## config.mk

```make
export PLATFORM = sky130hd
export DESIGN_NAME = dcache
export DESIGN_NICKNAME = d
export VERILOG_FILES = /design/src/rtl/dcache_pkg.sv /design/src/rtl/dcache_data_array.sv /design/src/rtl/dcache.sv
export SDC_FILE = /design/constraint.sdc
export NUM_CORES = 1
export LEC_CHECK = 0
export CAP_MARGIN = 30
export CELL_PAD_IN_SITES_DETAIL_PLACEMENT = 1
export CELL_PAD_IN_SITES_GLOBAL_PLACEMENT = 1
export CORE_MARGIN = 2
export CORE_UTILIZATION = 54
export DETAILED_ROUTE_END_ITERATION = 8
export PLACE_DENSITY = 0.79
export SYNTH_ARGS = -nofsm -noshare
export SYNTH_HDL_FRONTEND = slang
export SYNTH_SLANG_ARGS = --single-unit
```

## constraint.sdc

```tcl
create_clock -name clock -period 5.8 [get_ports clock]
set_clock_uncertainty 0.1 [all_clocks]
set_input_delay 0.58 -clock clock [delete_from_list [all_inputs] [get_ports clock]]
set_output_delay 0.58 -clock clock [all_outputs]
set_load 0.01 [all_outputs]
```

## src/rtl/dcache_pkg.sv

```systemverilog
// rtl/dcache_pkg.sv - shared address geometry and FSM encoding for the data cache
package dcache_pkg;

   localparam int OFF_W  = 2;
   localparam int IDX_W  = 3;
   localparam int TAG_W  = 11;
   localparam int LINE_W = OFF_W + IDX_W;

   typedef enum logic [1:0] {
      IDLE  = 2'd0,
      FILL  = 2'd1,
      WRITE = 2'd2
   } state_t;

endpackage

```

## src/rtl/dcache_data_array.sv

```systemverilog
// rtl/dcache_data_array.sv - cache word storage, one write port and one combinational read port
module dcache_data_array #(
   parameter int DEPTH = 32,
   parameter int DW    = 16,
   parameter int AW    = $clog2(DEPTH)
) (
   input  logic          clock,
   input  logic          we,
   input  logic [AW-1:0] waddr,
   input  logic [DW-1:0] wdata,
   input  logic [AW-1:0] raddr,
   output logic [DW-1:0] rdata
);

   logic [DW-1:0] mem [DEPTH];

   always_ff @(posedge clock) begin
      if (we)
         mem[waddr] <= wdata;
   end

   assign rdata = mem[raddr];

endmodule

```

## src/rtl/dcache.sv

```systemverilog
// rtl/dcache.sv - direct-mapped write-through no-write-allocate data cache
module dcache
   import dcache_pkg::*;
#(
   parameter int LINES = 8,
   parameter int WORDS = 4
) (
   input  logic        clock,
   input  logic        reset,
   input  logic [15:0] d_addr,
   input  logic [15:0] d_dataout,
   input  logic        d_we,
   input  logic        d_re,
   output logic [15:0] d_datain,
   output logic        hit,
   output logic        m_req,
   output logic        m_we,
   output logic [15:0] m_addr,
   output logic [15:0] m_wdata,
   input  logic [15:0] m_rdata,
   input  logic        m_ack
);

   localparam logic [OFF_W-1:0] LAST_WORD = OFF_W'(WORDS - 1);

   state_t             state;
   logic [OFF_W-1:0]   cnt;
   logic [LINES-1:0]   valid;
   logic [TAG_W-1:0]   tags [LINES];

   logic [IDX_W-1:0]   d_idx, m_idx;
   logic [TAG_W-1:0]   d_tag, m_tag;
   logic               lookup_hit, m_line_hit;
   logic               arr_we;
   logic [15:0]        arr_wdata;

   assign d_idx      = d_addr[LINE_W-1:OFF_W];
   assign d_tag      = d_addr[15:LINE_W];
   assign m_idx      = m_addr[LINE_W-1:OFF_W];
   assign m_tag      = m_addr[15:LINE_W];
   assign lookup_hit = valid[d_idx] && (tags[d_idx] == d_tag);
   assign m_line_hit = valid[m_idx] && (tags[m_idx] == m_tag);

   // m_addr already points at the word being filled or stored, so it doubles as the write address
   always_comb begin
      arr_we    = 1'b0;
      arr_wdata = m_rdata;
      if (state == FILL && m_ack) begin
         arr_we = 1'b1;
      end else if (state == WRITE && m_ack && m_line_hit) begin
         arr_we    = 1'b1;
         arr_wdata = m_wdata;
      end
   end

   always_comb begin
      hit = 1'b0;
      if (reset)
         hit = ~(d_re | d_we);
      else begin
         case (state)
            IDLE:    hit = d_we ? 1'b0 : (d_re ? lookup_hit : 1'b1);
            WRITE:   hit = m_ack;
            default: hit = 1'b0;
         endcase
      end
   end

   always_ff @(posedge clock or posedge reset) begin
      if (reset) begin
         state   <= IDLE;
         cnt     <= '0;
         valid   <= '0;
         m_req   <= 1'b0;
         m_we    <= 1'b0;
         m_addr  <= '0;
         m_wdata <= '0;
      end else begin
         case (state)
            IDLE: begin
               if (d_we) begin
                  state   <= WRITE;
                  m_req   <= 1'b1;
                  m_we    <= 1'b1;
                  m_addr  <= d_addr;
                  m_wdata <= d_dataout;
               end else if (d_re && !lookup_hit) begin
                  state  <= FILL;
                  cnt    <= '0;
                  m_req  <= 1'b1;
                  m_we   <= 1'b0;
                  m_addr <= {d_addr[15:OFF_W], {OFF_W{1'b0}}};
               end
            end
            FILL: begin
               if (m_ack) begin
                  cnt                 <= cnt + 1'b1;
                  m_addr[OFF_W-1:0]   <= cnt + 1'b1;
                  if (cnt == LAST_WORD) begin
                     valid[m_idx] <= 1'b1;
                     state        <= IDLE;
                     m_req        <= 1'b0;
                  end
               end
            end
            WRITE: begin
               if (m_ack) begin
                  state <= IDLE;
                  m_req <= 1'b0;
                  m_we  <= 1'b0;
               end
            end
            default: state <= IDLE;
         endcase
      end
   end

   always_ff @(posedge clock) begin
      if (state == FILL && m_ack && cnt == LAST_WORD)
         tags[m_idx] <= m_tag;
   end

   dcache_data_array #(
      .DEPTH (LINES * WORDS),
      .DW    (16)
   ) u_data (
      .clock (clock),
      .we    (arr_we),
      .waddr (m_addr[LINE_W-1:0]),
      .wdata (arr_wdata),
      .raddr (d_addr[LINE_W-1:0]),
      .rdata (d_datain)
   );

endmodule
```

---- After elaboration in Yosys (flattened, before gate mapping) ----
Memory sizes are Yosys's and may differ from the RTL's.
Cells that the tools add are included.
word-level totals
  bits of input ports ..................... 53
  register bits after elaboration ......... 46
  output and inout bits ................... 51
  word-level logic and storage cells ...... 90
  bits in writable memories ............... 600
  memories ................................ 2
cells by class
  reductions and logical operators ........ 22
  equal/unequal tests ..................... 11
  order comparisons ....................... 3
  add/sub/neg operators ................... 1
  bitwise operators ....................... 3
  muxes and demuxes ....................... 40
memories
  name        words  width  read ports  clocked after memory_dff  write ports  line                     text
  u_data.mem  32     16     1           0                         1            dcache_data_array.sv:15  logic [DW-1:0] mem [DEPTH];
  tags        8      11     2           0                         1            dcache.sv:29             logic [TAG_W-1:0] tags [LINES];
operators with widths
  operator                                                           count
  2-to-1 mux 16 bit                                                  4
  == test 11 bit                                                     2
  2-to-1 mux 1 bit                                                   19
  2-to-1 mux 2 bit                                                   8
  AND reduction 3 bit                                                3
  logical AND 1 bit                                                  8
  < comparator 3 x 4 -> 1 bit, second input constant                 2
  != test 2 bit, second input constant                               4
  bitwise OR 8 bit                                                   1
  one-hot mux 2 bit (2 select lines)                                 2
  AND reduction 4 bit                                                2
  binary-select mux 1 bit (select 3 bit)                             2
  one-hot mux 2 bit (3 select lines)                                 1
  nonzero test 2 bit                                                 3
  AND reduction 5 bit                                                1
  == test 2 bit, second input constant                               2
  one-hot mux 1 bit (2 select lines)                                 2
  AND reduction 2 bit                                                2
  demux 1 bit (select 3 bit)                                         1
  greater-or-equal comparator 3 x 1 -> 1 bit, second input constant  1
  != test 3 bit, second input constant                               1
  one-hot mux 1 bit (3 select lines)                                 1
  nonzero test 3 bit                                                 1
  adder 2 x 1 -> 2 bit, second input constant                        1
  6 further kinds                                                    6

---- Longest topological paths before layout ----
  depth in word-level cells ............... 8
  depth in mapped cells ................... 11
  depth with buffers taken out ............ 8

---- Cells and area by module ----
Synthesis repeated with hierarchy kept, for this count alone.
second synthesis, totals
  cell total of the unflattened synthesis .. 1525
  area total of the unflattened synthesis .. 26959.6 um^2
modules (own cells, without submodules)
  module             times used  area each (um^2)  cells an instance
  dcache_data_array  1           20215.6           1127
  dcache             1           6744.0            398

---- Worst setup path before layout ----
Ideal clock, no wire load.
  path type ............................... reg-to-reg
  start ................................... register m_addr[4]
  end ..................................... memory u_data.mem[0][0], enable pin
  required time ........................... 5.270 ns
  arrival time ............................ 3.797 ns
  buffers on the path ..................... 3
  clock period less this slack ............ 4.327 ns
  cell stages (with the launch flop) ...... 11
  setup slack ............................. 1.473 ns
  path through ............................ dfrtp_1 -> buf_2 -> buf_1 -> mux2i_1 -> o221ai_1 -> a22oi_1 -> xnor2_1 -> nor4_2 -> a21boi_1 -> clkbuf_1 -> nor4_1
between the ends
  cells in the longest elaborated chain, start to end .. 8
  elaborated cells on any way between the ends .. 10
  those cells by class .................... eq/ne: 1; mux: 6; reduce/logical: 2; memory: 1
RTL lines
  item                                                                           line                     text
  from (decl)                                                                    dcache.sv:18             output logic [15:0] m_addr,
  from (signal assigned)                                                         dcache.sv:85             m_addr <= d_addr;
  from (signal assigned)                                                         dcache.sv:92             m_addr <= {d_addr[15:OFF_W], {OFF_W{1'b0}}};
  from (signal, indexed assignment)                                              dcache.sv:98             m_addr[OFF_W-1:0] <= cnt + 1'b1;
  memory (8 x 11 bit) or binary-select mux 1 bit (select 3 bit) (tied branches)  --
  == test 11 bit or 2-to-1 mux 1 bit (tied branches)                             dcache.sv:42             assign m_line_hit = valid[m_idx] && (tags[m_idx] == m_tag);
  logical AND 1 bit                                                              dcache.sv:42
  logical AND 1 bit                                                              dcache.sv:50             end else if (state == WRITE && m_ack && m_line_hit) begin
  2-to-1 mux 1 bit                                                               dcache.sv:50
  2-to-1 mux 1 bit                                                               dcache.sv:48             if (state == FILL && m_ack) begin
  2-to-1 mux 1 bit                                                               dcache_data_array.sv:18  if (we)
  2-to-1 mux 1 bit (not written as such)                                         dcache_data_array.sv:19  mem[waddr] <= wdata;
  to (decl)                                                                      dcache_data_array.sv:15
Parallel ways exist; a longest one is shown, timed or not. The select of a mux whose other input is x is not followed.

---- Final worst setup path ----
  start ................................... input d_addr[2]
  end ..................................... output hit
between the ends
  cells in the longest elaborated chain, start to end .. 7
  elaborated cells on any way between the ends .. 9
  those cells by class .................... eq/ne: 1; mux: 6; reduce/logical: 1; memory: 1
RTL lines
  item                                                                           line          text
  from (decl)                                                                    dcache.sv:10  input logic [15:0] d_addr,
  memory (8 x 11 bit) or binary-select mux 1 bit (select 3 bit) (tied branches)  --
  == test 11 bit or 2-to-1 mux 1 bit (tied branches)                             dcache.sv:41  assign lookup_hit = valid[d_idx] && (tags[d_idx] == d_tag);
  logical AND 1 bit (*)                                                          dcache.sv:41
  2-to-1 mux 1 bit (*) (2 in series)                                             dcache.sv:62  IDLE: hit = d_we ? 1'b0 : (d_re ? lookup_hit : 1'b1);
  one-hot mux 1 bit (2 select lines) (*)                                         dcache.sv:61  case (state)
  2-to-1 mux 1 bit (*)                                                           dcache.sv:58  if (reset)
  to (decl)                                                                      dcache.sv:15  output logic hit,
Every way passes the cells marked *; elsewhere a longest branch is shown, timed or not. The select of a mux whose other input is x is not followed.

==> metrics.txt <==
placed inst area=28300 um2; DRC=0; syn nets=1268; Critical Path Source=d_addr[2]; initial antenna violation count=1; internal power=8.82 mW; H-tree depth=3; clk slew on worst S/H paths=60 ps; CP Class=input pin to primary output; GR Util All Layers=26.8%; PD cells=389 nW/um2; Leak=9.96 nW; Sw Ratio=25.8%; Slew Limit Fails=0; Period minus WS final=4700 ps; Worst-Skew Late Latency=600 ps; TritonCTS buffer count=67; Psw=3.06 mW; clk root buf=clkbuf_16; first-pass GRT wire length=95800 um; most frequent CP cell=buf_4; IO Port Bufs=103; die width=225 um; GRT Residual Overflow=0; Slowest-stage cell, CP=buf_4; met3 Use GR=4.13%; CTS resizes=0; final hold violation count=0; Max Clk Rate=213 MHz; worst-margin pin slew=987 ps; Final nets=1421; maximum clock path buffer count=3; final setup TNS=0 ps; Setup WS pre-CTS=1070 ps; Ys Warns=0; largest net degree at the start of global routing=59; routed vias=13081; crit-path cells=buf_4, buf_4, mux2i_1, xor2_1, nand4_1, o31ai_2, nand2_1, a31oi_1, clkdlybuf4s50_1; Comb pwr share=15.8%; final setup violation count=0; Reg2Reg Capture Point=u_data.mem[10][4]; Die ar.=50400 um2; required time of the critical path=5120 ps; Routed WL=64600 um; DRT antenna net count=0; crit path capture type=primary output; VDD IR-drop max=0.260 mV; Clock Power Share=36.2%; Syn Std Cell Area=26300 um2; Seq/Total Area, Yosys=73.0%; DP Wirelength=38400 um; drt pass-1 iters=8; design area=30600 um2; FF-to-FF path depth=8; #FFs+latches synth=646; RSZ-0062 raised after global routing=false; Max Cap Viol=0; Die H=225 um; Post-synth ARST share=7.12%; Final Util=63.9%; routed len/inst=31.8 um; Period Utilization, post-route=81.1%; Yosys cell types=58; outcome=finished clean; Flop pwr share=48.0%; initial core utilization=54.9%; Reg2Reg Launch Point=m_addr[3]; EDFF count, synth=600; layout cells sized above 1=32.8%; Row Count=80; met2 Track Usage GR=45.4%; global route hottest layer=met2; Area growth syn-to-layout=16.3%; IO Count=104; Setup crit start kind=input pin; GP Congestion=0.814; setup ws final=1100 ps; vias in the first global route=14075; postcts setup bufs=0; CTS tree=done; dominant synthesized flop cell=edfxtp_1; n_diodes=0; GR Layer Usage met1=35.4%; CP arrival=4020 ps; synthesized area per cell=21.7 um2; Hold Buf Count CTS=0; reg2reg setup slack=1230 ps; Iteration-0 DRC Markers=1251; Max-slew headroom=34.1%; Min-Delay Path Class=input pin to async pin; Core Footprint=47800 um2; clock sinks=646; synthesized instance count=1210; slowest cell delay on critical path=610 ps; via density per instance=6.44; worst-path maximum fanout=40
==> cell families (layout without fill, tap and decap cells) <==
kind of cell             after synthesis  after routing  share of synthesized area, %
buffers and inverters                 81            287                          1.39
multiplexers                         300            300                          21.1
AND/OR/NAND/NOR                      114            114                          2.35
AO/OA/AOI/OAI                         46             46                          1.36
flip-flops                           646            646                          73.0
adder cells (fa/ha/maj)                5              5                         0.238
XOR/XNOR                              18             18                         0.600
==> synthesized netlist by cell type (2+ instances only) <==
cell / n / area (um2)
a211oi_1: 2 / 15.0
a21boi_0: 3 / 22.5
a21oi_1: 5 / 25.0
a221oi_1: 4 / 35.0
a22oi_1: 3 / 22.5
a31o_2: 2 / 17.5
a31oi_1: 4 / 25.0
and3_1: 2 / 12.5
and3b_1: 3 / 26.3
buf_1: 14 / 52.6
buf_2: 12 / 60.1
buf_4: 6 / 45.0
buf_6: 3 / 33.8
clkbuf_1: 34 / 128
dfrtp_1: 46 / 1150
edfxtp_1: 600 / 18000
ha_1: 5 / 62.6
inv_1: 12 / 45.0
mux2_1: 10 / 113
mux2_2: 50 / 563
mux2_4: 10 / 150
mux2i_1: 37 / 370
mux4_2: 193 / 4350
nand2_1: 21 / 78.8
nand2b_1: 10 / 62.6
nand3_1: 5 / 25.0
nand4_1: 4 / 25.0
nor2_1: 15 / 56.3
nor2b_1: 2 / 12.5
nor3_1: 26 / 130
nor4_1: 9 / 56.3
nor4_2: 2 / 25.0
o21ai_0: 3 / 15.0
o221ai_1: 4 / 35.0
o22ai_1: 3 / 18.8
or2_2: 8 / 50.1
xnor2_1: 4 / 35.0
xor2_1: 14 / 123
==> cells in the final DEF, fill, tap and decap left out, drive strengths merged, types with 2 or more instances in the layout <==
cell type / instances
clkdlybuf4s50: 98
o21ai: 4
ha: 5
and3: 2
and3b: 3
nand2b: 10
inv: 15
mux4: 193
dfrtp: 46
xor2: 14
a31o: 2
a221oi: 4
mux2i: 37
nor2b: 2
a21oi: 5
or2: 9
nor2: 15
clkinvlp: 2
nor3: 26
buf: 54
o22ai: 3
edfxtp: 600
nand4: 4
nand2: 21
a21boi: 4
mux2: 70
clkinv: 25
clkbuf: 86
bufinv: 7
a22oi: 3
o221ai: 4
nor4: 11
a211oi: 2
a31oi: 4
nand3: 6
xnor2: 4
==> stage by stage <==
| step | instances | power, mW | hold slack, ps |
|---|---|---|---|
| after floorplan | 1210 | 6.84 | 352 |
| after global placement | 1907 | 7.56 | 378 |
| after detailed placement | 1908 | 7.64 | 378 |
| after CTS | 2030 | 11.9 | 283 |
| after global routing | 2031 | 12.3 | 331 |
| final | 2031 | 11.9 | 285 |
==> power groups by stage <==
stage | logic, mW | clock network (mW) | registers, mW
floorplan | 1.14 | 0 | 5.69
global placement | 1.74 | 0 | 5.82
detailed placement | 1.79 | 0 | 5.85
CTS | 1.82 | 4.35 | 5.75
global route | 2.01 | 4.51 | 5.74
finish | 1.88 | 4.30 | 5.70
==> worst max-delay path: cells and delay by family <==
family                 cells  cell delay, ps
buffers and inverters      3            1730
AO/OA/AOI/OAI              2             780
AND/OR/NAND/NOR            2             330
multiplexers               1             270
XOR/XNOR                   1             240
==> flip-flops by register name, summed over array words and instances (netlist names) <==
| register | flops |
|---|---|
| cnt | 2 |
| m_wdata | 16 |
| m_req | 1 |
| tags | 88 |
| valid | 8 |
| state | 2 |
| m_we | 1 |
| m_addr | 16 |
| u_data.mem | 512 |
==> layout make-up <==
type                            count  area [um2]
Multi-Input combinational cell    483        6940
Clock buffer                       85        1810
Inverter                           12        45.0
Tap cell                          615         769
Fill cell                        3880       17300
Sequential cell                   646       19200
Clock inverter                     37         385
Timing Repair Buffer              153        1450
==> worst max-delay path by stage <==
stage               slack (ps)                to  cells past startpoint
floorplan                 1470  u_data.mem[0][0]                     10
global placement          1080               hit                      9
detailed placement        1070               hit                      9
CTS                       1030               hit                      9
global route               800               hit                      9
finish                    1100               hit                      9
==> routing by layer <==
metal | wire [um] | vias up
met5 | 0 | -
met4 | 2150 | 0
met3 | 3780 | 125
met2 | 33600 | 560
met1 | 25100 | 6999
li1 | - | 5397
Power figures use the tool's default switching activity.
